**config.mk**
```make
export PLATFORM = sky130hd
export DESIGN_NAME = fir_sequencer
export DESIGN_NICKNAME = d
export VERILOG_FILES = /design/src/rtl/fir_pkg.sv /design/src/rtl/fir_sequencer.sv
export SDC_FILE = /design/constraint.sdc
export NUM_CORES = 1
export LEC_CHECK = 0
export CORE_UTILIZATION = 40
export CTS_CLUSTER_DIAMETER = 60
export CTS_CLUSTER_SIZE = 16
export DETAILED_ROUTE_END_ITERATION = 7
export PLACE_DENSITY = 0.74
export SLEW_MARGIN = 20
export SYNTH_ARGS = -nofsm -noshare
export SYNTH_HDL_FRONTEND = slang
export SYNTH_SLANG_ARGS = --single-unit
```
**constraint.sdc**
```tcl
create_clock -name clk -period 1.4 [get_ports clk]
set_clock_uncertainty 0.1 [all_clocks]
set_input_delay 0.21 -clock clk [delete_from_list [all_inputs] [get_ports clk]]
set_output_delay 0.21 -clock clk [all_outputs]
set_load 0.01 [all_outputs]
```
**src/rtl/fir_pkg.sv**
```systemverilog
// Shared definitions for the FIR filter control path.
// Op encodings, register-file map and sequencer state encoding.
package fir_pkg;

  typedef enum logic [2:0] {
    OP_NOP   = 3'd0,
    OP_COPY  = 3'd1,
    OP_LOAD1 = 3'd2,
    OP_LOAD2 = 3'd3,
    OP_ADD   = 3'd4,
    OP_SUB   = 3'd5,
    OP_MUL   = 3'd6
  } op_t;

  localparam logic [3:0] REG_ACC   = 4'd0;
  localparam logic [3:0] REG_S1    = 4'd1;
  localparam logic [3:0] REG_S2    = 4'd2;
  localparam logic [3:0] REG_S3    = 4'd3;
  localparam logic [3:0] REG_S4    = 4'd4;
  localparam logic [3:0] REG_STAGE = 4'd5;
  localparam logic [3:0] REG_F0    = 4'd6;
  localparam logic [3:0] REG_F1    = 4'd7;
  localparam logic [3:0] REG_F2    = 4'd8;
  localparam logic [3:0] REG_F3    = 4'd9;
  localparam logic [3:0] REG_TMP   = 4'd10;

  typedef enum logic [4:0] {
    ST_IDLE   = 5'd0,
    ST_STORE  = 5'd1,
    ST_SHIFT4 = 5'd2,
    ST_SHIFT3 = 5'd3,
    ST_SHIFT2 = 5'd4,
    ST_SHIFT1 = 5'd5,
    ST_ZERO   = 5'd6,
    ST_MUL1   = 5'd7,
    ST_ADD1   = 5'd8,
    ST_MUL2   = 5'd9,
    ST_SUB2   = 5'd10,
    ST_MUL3   = 5'd11,
    ST_ADD3   = 5'd12,
    ST_MUL4   = 5'd13,
    ST_SUB4   = 5'd14,
    ST_DONE   = 5'd15,
    ST_LOADC  = 5'd16,
    ST_WAITC  = 5'd17,
    ST_EIDLE  = 5'd18
  } state_t;

  // States whose ALU result can overflow and abort the chain.
  function automatic logic is_arith(state_t s);
    return (s inside {ST_MUL1, ST_ADD1, ST_MUL2, ST_SUB2,
                      ST_MUL3, ST_ADD3, ST_MUL4, ST_SUB4});
  endfunction

endpackage

```
**src/rtl/fir_sequencer.sv**
```systemverilog
// Moore control unit sequencing the FIR datapath:
// coefficient loads, sample shift and the signed MAC chain.
module fir_sequencer
  import fir_pkg::*;
(
  input  logic       clk,
  input  logic       rst,
  input  logic       dr,
  input  logic       lc,
  input  logic       overflow,
  output logic [2:0] op,
  output logic [3:0] src1,
  output logic [3:0] src2,
  output logic [3:0] dest,
  output logic       cnt_up,
  output logic       clear,
  output logic       modwait,
  output logic       err
);

  state_t     state;
  state_t     state_nx;
  logic [1:0] cidx;
  op_t        op_d;

  // State and coefficient index registers; cidx advances only on a load.
  always_ff @(posedge clk or posedge rst) begin
    if (rst) begin
      state <= ST_IDLE;
      cidx  <= 2'd0;
    end else begin
      state <= state_nx;
      if (state == ST_LOADC)
        cidx <= cidx + 2'd1;
    end
  end

  // Next-state selection; an ALU overflow diverts the chain to EIDLE.
  always_comb begin
    state_nx = state;
    if (is_arith(state) && overflow) begin
      state_nx = ST_EIDLE;
    end else begin
      unique case (state)
        ST_IDLE, ST_EIDLE: begin
          if (dr)
            state_nx = ST_STORE;
          else if (lc)
            state_nx = ST_LOADC;
        end
        ST_STORE:  state_nx = dr ? ST_SHIFT4 : ST_EIDLE;
        ST_SHIFT4: state_nx = ST_SHIFT3;
        ST_SHIFT3: state_nx = ST_SHIFT2;
        ST_SHIFT2: state_nx = ST_SHIFT1;
        ST_SHIFT1: state_nx = ST_ZERO;
        ST_ZERO:   state_nx = ST_MUL1;
        ST_MUL1:   state_nx = ST_ADD1;
        ST_ADD1:   state_nx = ST_MUL2;
        ST_MUL2:   state_nx = ST_SUB2;
        ST_SUB2:   state_nx = ST_MUL3;
        ST_MUL3:   state_nx = ST_ADD3;
        ST_ADD3:   state_nx = ST_MUL4;
        ST_MUL4:   state_nx = ST_SUB4;
        ST_SUB4:   state_nx = ST_DONE;
        ST_DONE:   state_nx = ST_IDLE;
        ST_LOADC:  state_nx = ST_WAITC;
        ST_WAITC: begin
          if (!lc)
            state_nx = ST_IDLE;
        end
        default:   state_nx = ST_IDLE;
      endcase
    end
  end

  // Output decode from the state (and cidx for coefficient loads).
  always_comb begin
    op_d    = OP_NOP;
    src1    = REG_ACC;
    src2    = REG_ACC;
    dest    = REG_ACC;
    cnt_up  = 1'b0;
    clear   = 1'b0;
    modwait = 1'b0;
    err     = 1'b0;
    unique case (state)
      ST_IDLE, ST_WAITC: ;
      ST_EIDLE: err = 1'b1;
      ST_STORE: begin
        op_d    = OP_LOAD1;
        dest    = REG_STAGE;
        modwait = 1'b1;
      end
      ST_SHIFT4: begin
        op_d    = OP_COPY;
        src1    = REG_S3;
        dest    = REG_S4;
        modwait = 1'b1;
      end
      ST_SHIFT3: begin
        op_d    = OP_COPY;
        src1    = REG_S2;
        dest    = REG_S3;
        modwait = 1'b1;
      end
      ST_SHIFT2: begin
        op_d    = OP_COPY;
        src1    = REG_S1;
        dest    = REG_S2;
        modwait = 1'b1;
      end
      ST_SHIFT1: begin
        op_d    = OP_COPY;
        src1    = REG_STAGE;
        dest    = REG_S1;
        modwait = 1'b1;
      end
      ST_ZERO: begin
        op_d    = OP_SUB;
        modwait = 1'b1;
      end
      ST_MUL1: begin
        op_d    = OP_MUL;
        src1    = REG_S1;
        src2    = REG_F0;
        dest    = REG_TMP;
        modwait = 1'b1;
      end
      ST_MUL2: begin
        op_d    = OP_MUL;
        src1    = REG_S2;
        src2    = REG_F1;
        dest    = REG_TMP;
        modwait = 1'b1;
      end
      ST_MUL3: begin
        op_d    = OP_MUL;
        src1    = REG_S3;
        src2    = REG_F2;
        dest    = REG_TMP;
        modwait = 1'b1;
      end
      ST_MUL4: begin
        op_d    = OP_MUL;
        src1    = REG_S4;
        src2    = REG_F3;
        dest    = REG_TMP;
        modwait = 1'b1;
      end
      ST_ADD1, ST_ADD3: begin
        op_d    = OP_ADD;
        src2    = REG_TMP;
        modwait = 1'b1;
      end
      ST_SUB2, ST_SUB4: begin
        op_d    = OP_SUB;
        src2    = REG_TMP;
        modwait = 1'b1;
      end
      ST_DONE: begin
        cnt_up  = 1'b1;
        modwait = 1'b1;
      end
      ST_LOADC: begin
        op_d    = OP_LOAD2;
        dest    = REG_F0 + {2'b00, cidx};
        clear   = (cidx == 2'd0);
        modwait = 1'b1;
      end
      default: ;
    endcase
  end

  assign op = op_d;

endmodule
```
==> results of run 1 <==
==> cell families after synthesis <==
group | count (synthesis) | share of synthesized area (%)
XOR/XNOR | 6 | 7.330
multiplexers | 1 | 1.571
buffers and inverters | 18 | 11.87
AO/OA/AOI/OAI | 26 | 23.39
flip-flops | 7 | 24.43
AND/OR/NAND/NOR | 41 | 29.14
other | 1 | 0.5231
adder cells (fa/ha/maj) | 1 | 1.745
==> metrics by stage <==
step,hold slack [ns],area [um2],utilization [%],setup slack [ns]
floorplan,-0.08660,764.5,-,-0.08940
global placement,0.3528,1204,75.51,-0.5689
detailed placement,0.3531,1204,75.51,-0.6022
CTS,0.07956,1531,96.08,-0.4164
==> repair_timing <==
action | 4_1_cts
setup endpoints to repair | 24
resized for setup | 130
hold endpoints to repair | 0
pin swaps | 16
cloned | 0
setup buffers | 20
hold buffers | 0
==> results.md, run 1 <==
- Outcome: stopped before the end
- Failed at: 5_1_grt
- Err: [ERROR DPL-0038] Utilization greater than 100%, impossible to legalize
- Die Span Y: 44.34 um
- Post-synth EDFFs: 0
- Mapped Cells: 101
- Dpl cells: 170
- Top Ports: 24
- Root Buffer: clkbuf_4
- Mapped Nets: 107
- Seq/Total Area, Yosys: 24.43%
- Largest net degree at the start of global routing: 11
- HPWL Detailed: approximately 1.8 mm
- CTS Sinks: 7
- Worst endpoint after global-route timing repair: dest[2]
- Syn avg cell area: 7.098 um2
- Count leader, synth: nor2_1
- Ys async rst share: between 90% and 100%
- Commonest cells post-synth: 15 x nor2_1, 7 x dfrtp_1, 7 x inv_1, 7 x nand2_1
- Port-buffer cells: 22
- FP Rows: 14
- Initial core utilization: approximately 45%
- DIE WIDTH: 44.34 um
- Leading area contributor after synthesis: dfrtp_1
- Worst_ep kind: primary output
- Longest Clk Path Bufs: 2
- Total CTS buffers: 3
- Main synth FF type: dfrtp_1
- Yosys top cell area share: 24.43%
- Htree depth: 1
- Seq cells post-synth: 7
- Final RePlAce weighted congestion: approximately 0.87
- Distinct cells, synth: 35
- Mapped Area: 716.9 um2
- Synth warnings: 0
- Top post-synthesis cells by area: dfrtp_1 24%, nor2_1 7.9%, xnor2_1 6.1%
==> run 2, diff against run 1 <==
--- a/config.mk
+++ b/config.mk
@@ -5,11 +5,10 @@
 export SDC_FILE = /design/constraint.sdc
 export NUM_CORES = 1
 export LEC_CHECK = 0
-export CORE_UTILIZATION = 40
-export CTS_CLUSTER_DIAMETER = 60
-export CTS_CLUSTER_SIZE = 16
+export CORE_AREA = 2 2 63 65
 export DETAILED_ROUTE_END_ITERATION = 7
-export PLACE_DENSITY = 0.74
+export DIE_AREA = 0 0 65 67
+export PLACE_DENSITY_LB_ADDON = 0.15
 export SLEW_MARGIN = 20
 export SYNTH_ARGS = -nofsm -noshare
 export SYNTH_HDL_FRONTEND = slang
==> constraint.sdc (replaced) <==
create_clock -name clk -period 1.8 [get_ports clk]
set_clock_uncertainty 0.1 [all_clocks]
set_input_delay 0.27 -clock clk [delete_from_list [all_inputs] [get_ports clk]]
set_output_delay 0.27 -clock clk [all_outputs]
set_load 0.01 [all_outputs]
==> results.md, run 2 <==
- Root Buffer: clkbuf_8 (was clkbuf_4)
- P_int: approximately 1.6 mW
- CTS Sinks: 7 (unchanged)
- DIE WIDTH: 65 um (was 44.34 um)
- Largest Register: state
- Outcome: complete, but fails checks (was stopped before the end)
- Port-buffer cells: 22 (unchanged)
- GRT Total Usage: 11.50%
- Pwr dens: 1983 nW/um2
- Reg2Reg Depth: 6
- Largest regs: state x5, cidx x2
- DR vias/cell: ~4.4
- Router iterations before antenna repair: 4
- Max-slew violations: 0
- Failing checks: negative setup slack
- Ys async rst share: 100.0% (unchanged)
- Setup TNS: -0.3767 ns
- Number of remaining DRC errors: 0
- Longest Clk Path Bufs: 2 (unchanged)
- Mapped Nets: 107 (unchanged)
- Initial antenna violation count: 0
- Core area: 3606 um2
- Global-route wire length before repair: 3.898 mm
- Top Ports: 24 (unchanged)
- Mean routed wirelength per cell: ~12 um
- Via Count: roughly 910
- Worst EP arrival: 1.52 ns
- Setup WS post-layout: -0.09426 ns
- # nets final: 164
- HPWL Detailed: 1.791 mm (was 1.777 mm)
- Htree depth: 1 (unchanged)
- Period utilisation layout: 105.2%
- RR Endpoint: state[0]
- WS Path Type: flop to output port
- Seq pwr share: 11.7%
- Area delta synth->final: 101.7%
- Latest clock arrival within the worst-skew pair: between 0.2 and 0.25 ns
- Syn avg cell area: 7.098 um2 (unchanged)
- Initial core utilization: 19.88% (was 44.98%)
- Commonest cells post-synth: 15 x nor2_1, 7 x dfrtp_1, 7 x inv_1, 7 x nand2_1 (unchanged)
- DR iter-0 viols: 26
- Max reg flops: 5
- Distinct cells, synth: 35 (unchanged)
- Top post-synthesis cells by area: dfrtp_1 24%, nor2_1 7.9%, xnor2_1 6.1% (unchanged)
- Comb pwr share: 80.9%
- Worst min path class: input pin to asynchronous set/reset pin
- Slowest-stage cell, CP: dfrtp_2
- Leakage: 0.6642 nW
- Total CTS buffers: 3 (unchanged)
- Minimum clock period after layout: 1.894 ns
- Seq/Total Area, Yosys: 24.43% (unchanged)
- Largest net degree at the start of global routing: 13
- Crit path max fanout: 6
- Layout cells sized above 1: 58.60%
- Most common cell after layout, fill and taps aside: buf_4
- TritonCTS clock tree: yes
- Main synth FF type: dfrtp_1 (unchanged)
- Worst stage delay on the critical path: 0.46 ns
- Net Switching: 1.238 mW
- Post-DRT Antenna Nets: 0
- Yosys top cell area share: 24.43% (unchanged)
- Mapped Area: 716.9 um2 (unchanged)
- Synth warnings: 0 (unchanged)
- Switching portion of total power: 43.15%
- Drt total wl: 2.410 mm
- Max cap viols: 0
- Min Hold Slack: 0.1818 ns
- Dpl ws: -0.2590 ns (was -0.6022 ns)
- Count leader, synth: nor2_1 (unchanged)
- CP Cell Sequence: buf_6 -> buf_6 -> xor2_1 -> nor3b_1 -> a31oi_1 -> nor2_1 -> buf_2
- Worst R2R Start: state[2]
- Worst R2R Setup Slack: 0.01 ns
- Final RePlAce weighted congestion: 0.7175 (was 0.8696)
- Commonest non-fill, non-tap cells in the layout: 26 x buf_4, 15 x buf_2, 14 x buf_6
- # setup viols final: 6
- Ant. Diodes: 0
- Most used cell, CP: buf_6
- Filler instances: 378
- Seq cells post-synth: 7 (unchanged)
- RSZ-0062 raised after global routing: true
- Die ar.: 4355 um2
- Leading area contributor after synthesis: dfrtp_1 (unchanged)
- Vias in the first global route: 868
- Worst Path Required: 1.43 ns
- Max Freq: around 530 MHz
- Die Span Y: 67 um (was 44.34 um)
- Clock power frac: 7.4%
- Crit end category: output port
- Max VDD drop: 0.0004447 V
- Mapped Cells: 101 (unchanged)
- WP buf/inv: 3
- CP top delay family: flip-flops
- CP startpoint kind: flop
- Final hold violation count: 0
- Grt total ovfl: 0
- FP Rows: 22 (was 14)
- Clk slew on worst S/H paths: about 0.04 ns
- Post-synth EDFFs: 0 (unchanged)
-- run 2: cell counts after synthesis --
No cell type changed its count.
-- run 2: cell type report --
type / instances / area [um2] / area share, %
multi-input combinational: 76 / 621.8 / 42.99
tap: 48 / 60.06 / 4.152
inverter: 7 / 26.28 / 1.817
timing repair buffer: 63 / 513.0 / 35.47
sequential: 7 / 180.2 / 12.46
clock buffer: 4 / 45.04 / 3.114
-- run 2: per-stage QoR --
| stage | util, % | power, mW | instance area (um2) | std cells |
|---|---|---|---|---|
| finish | 40.11 | 2.868 | 1446 | 205 |
| global route | 40.11 | 3.092 | 1446 | 205 |
| CTS | 35.18 | 2.463 | 1269 | 202 |
| detailed placement | 32.06 | 2.147 | 1156 | 189 |
| global placement | 32.06 | 2.146 | 1156 | 189 |
| floorplan | - | 1.243 | 716.9 | 101 |
-- run 2: cell families (layout without fill, tap and decap cells) --
| family | after synthesis | after routing | share of synthesized area (%) |
|---|---|---|---|
| flip-flops | 7 | 7 | 24.43 |
| other | 1 | 1 | 0.5231 |
| buffers and inverters | 18 | 74 | 11.87 |
| multiplexers | 1 | 1 | 1.571 |
| AO/OA/AOI/OAI | 26 | 26 | 23.39 |
| XOR/XNOR | 6 | 6 | 7.330 |
| adder cells (fa/ha/maj) | 1 | 1 | 1.745 |
| AND/OR/NAND/NOR | 41 | 41 | 29.14 |
-- run 2: metal layers --
metal	GRT usage, %	share of wire [%]	vias up
met3	2.196	4.7	2
met5	0	0	-
met4	3.989	0.41	0
met2	21.01	52	19
li1	-	-	465
met1	13.33	43	425
-- run 2: worst max path at each step --
stage,cells past startpoint,from,endpoint,slack (ns)
floorplan,4,state[4],dest[2],0.19
global placement,5,state[1],op[1],-0.25
detailed placement,5,state[1],op[1],-0.26
CTS,5,state[3],op[0],-0.19
global route,7,state[3],src1[0],-0.17
finish,7,state[3],src1[0],-0.09
-- run 2: power by group through the flow --
| stage | Clock [mW] | Combinational [mW] | Sequential [mW] |
|---|---|---|---|
| finish | 0.214 | 2.32 | 0.335 |
| detailed placement | 0 | 1.81 | 0.332 |
| CTS | 0.221 | 1.92 | 0.321 |
| floorplan | 0 | 0.972 | 0.271 |
| global placement | 0 | 1.81 | 0.331 |
| global route | 0.232 | 2.52 | 0.345 |
-- run 2: repair_timing --
action                     CTS  global route
pin swaps                    8            20
setup endpoints to repair   18            18
hold buffers                 0             0
gates resized for setup     83            44
buffers inserted             9             5
Power figures use the tool's default switching activity.
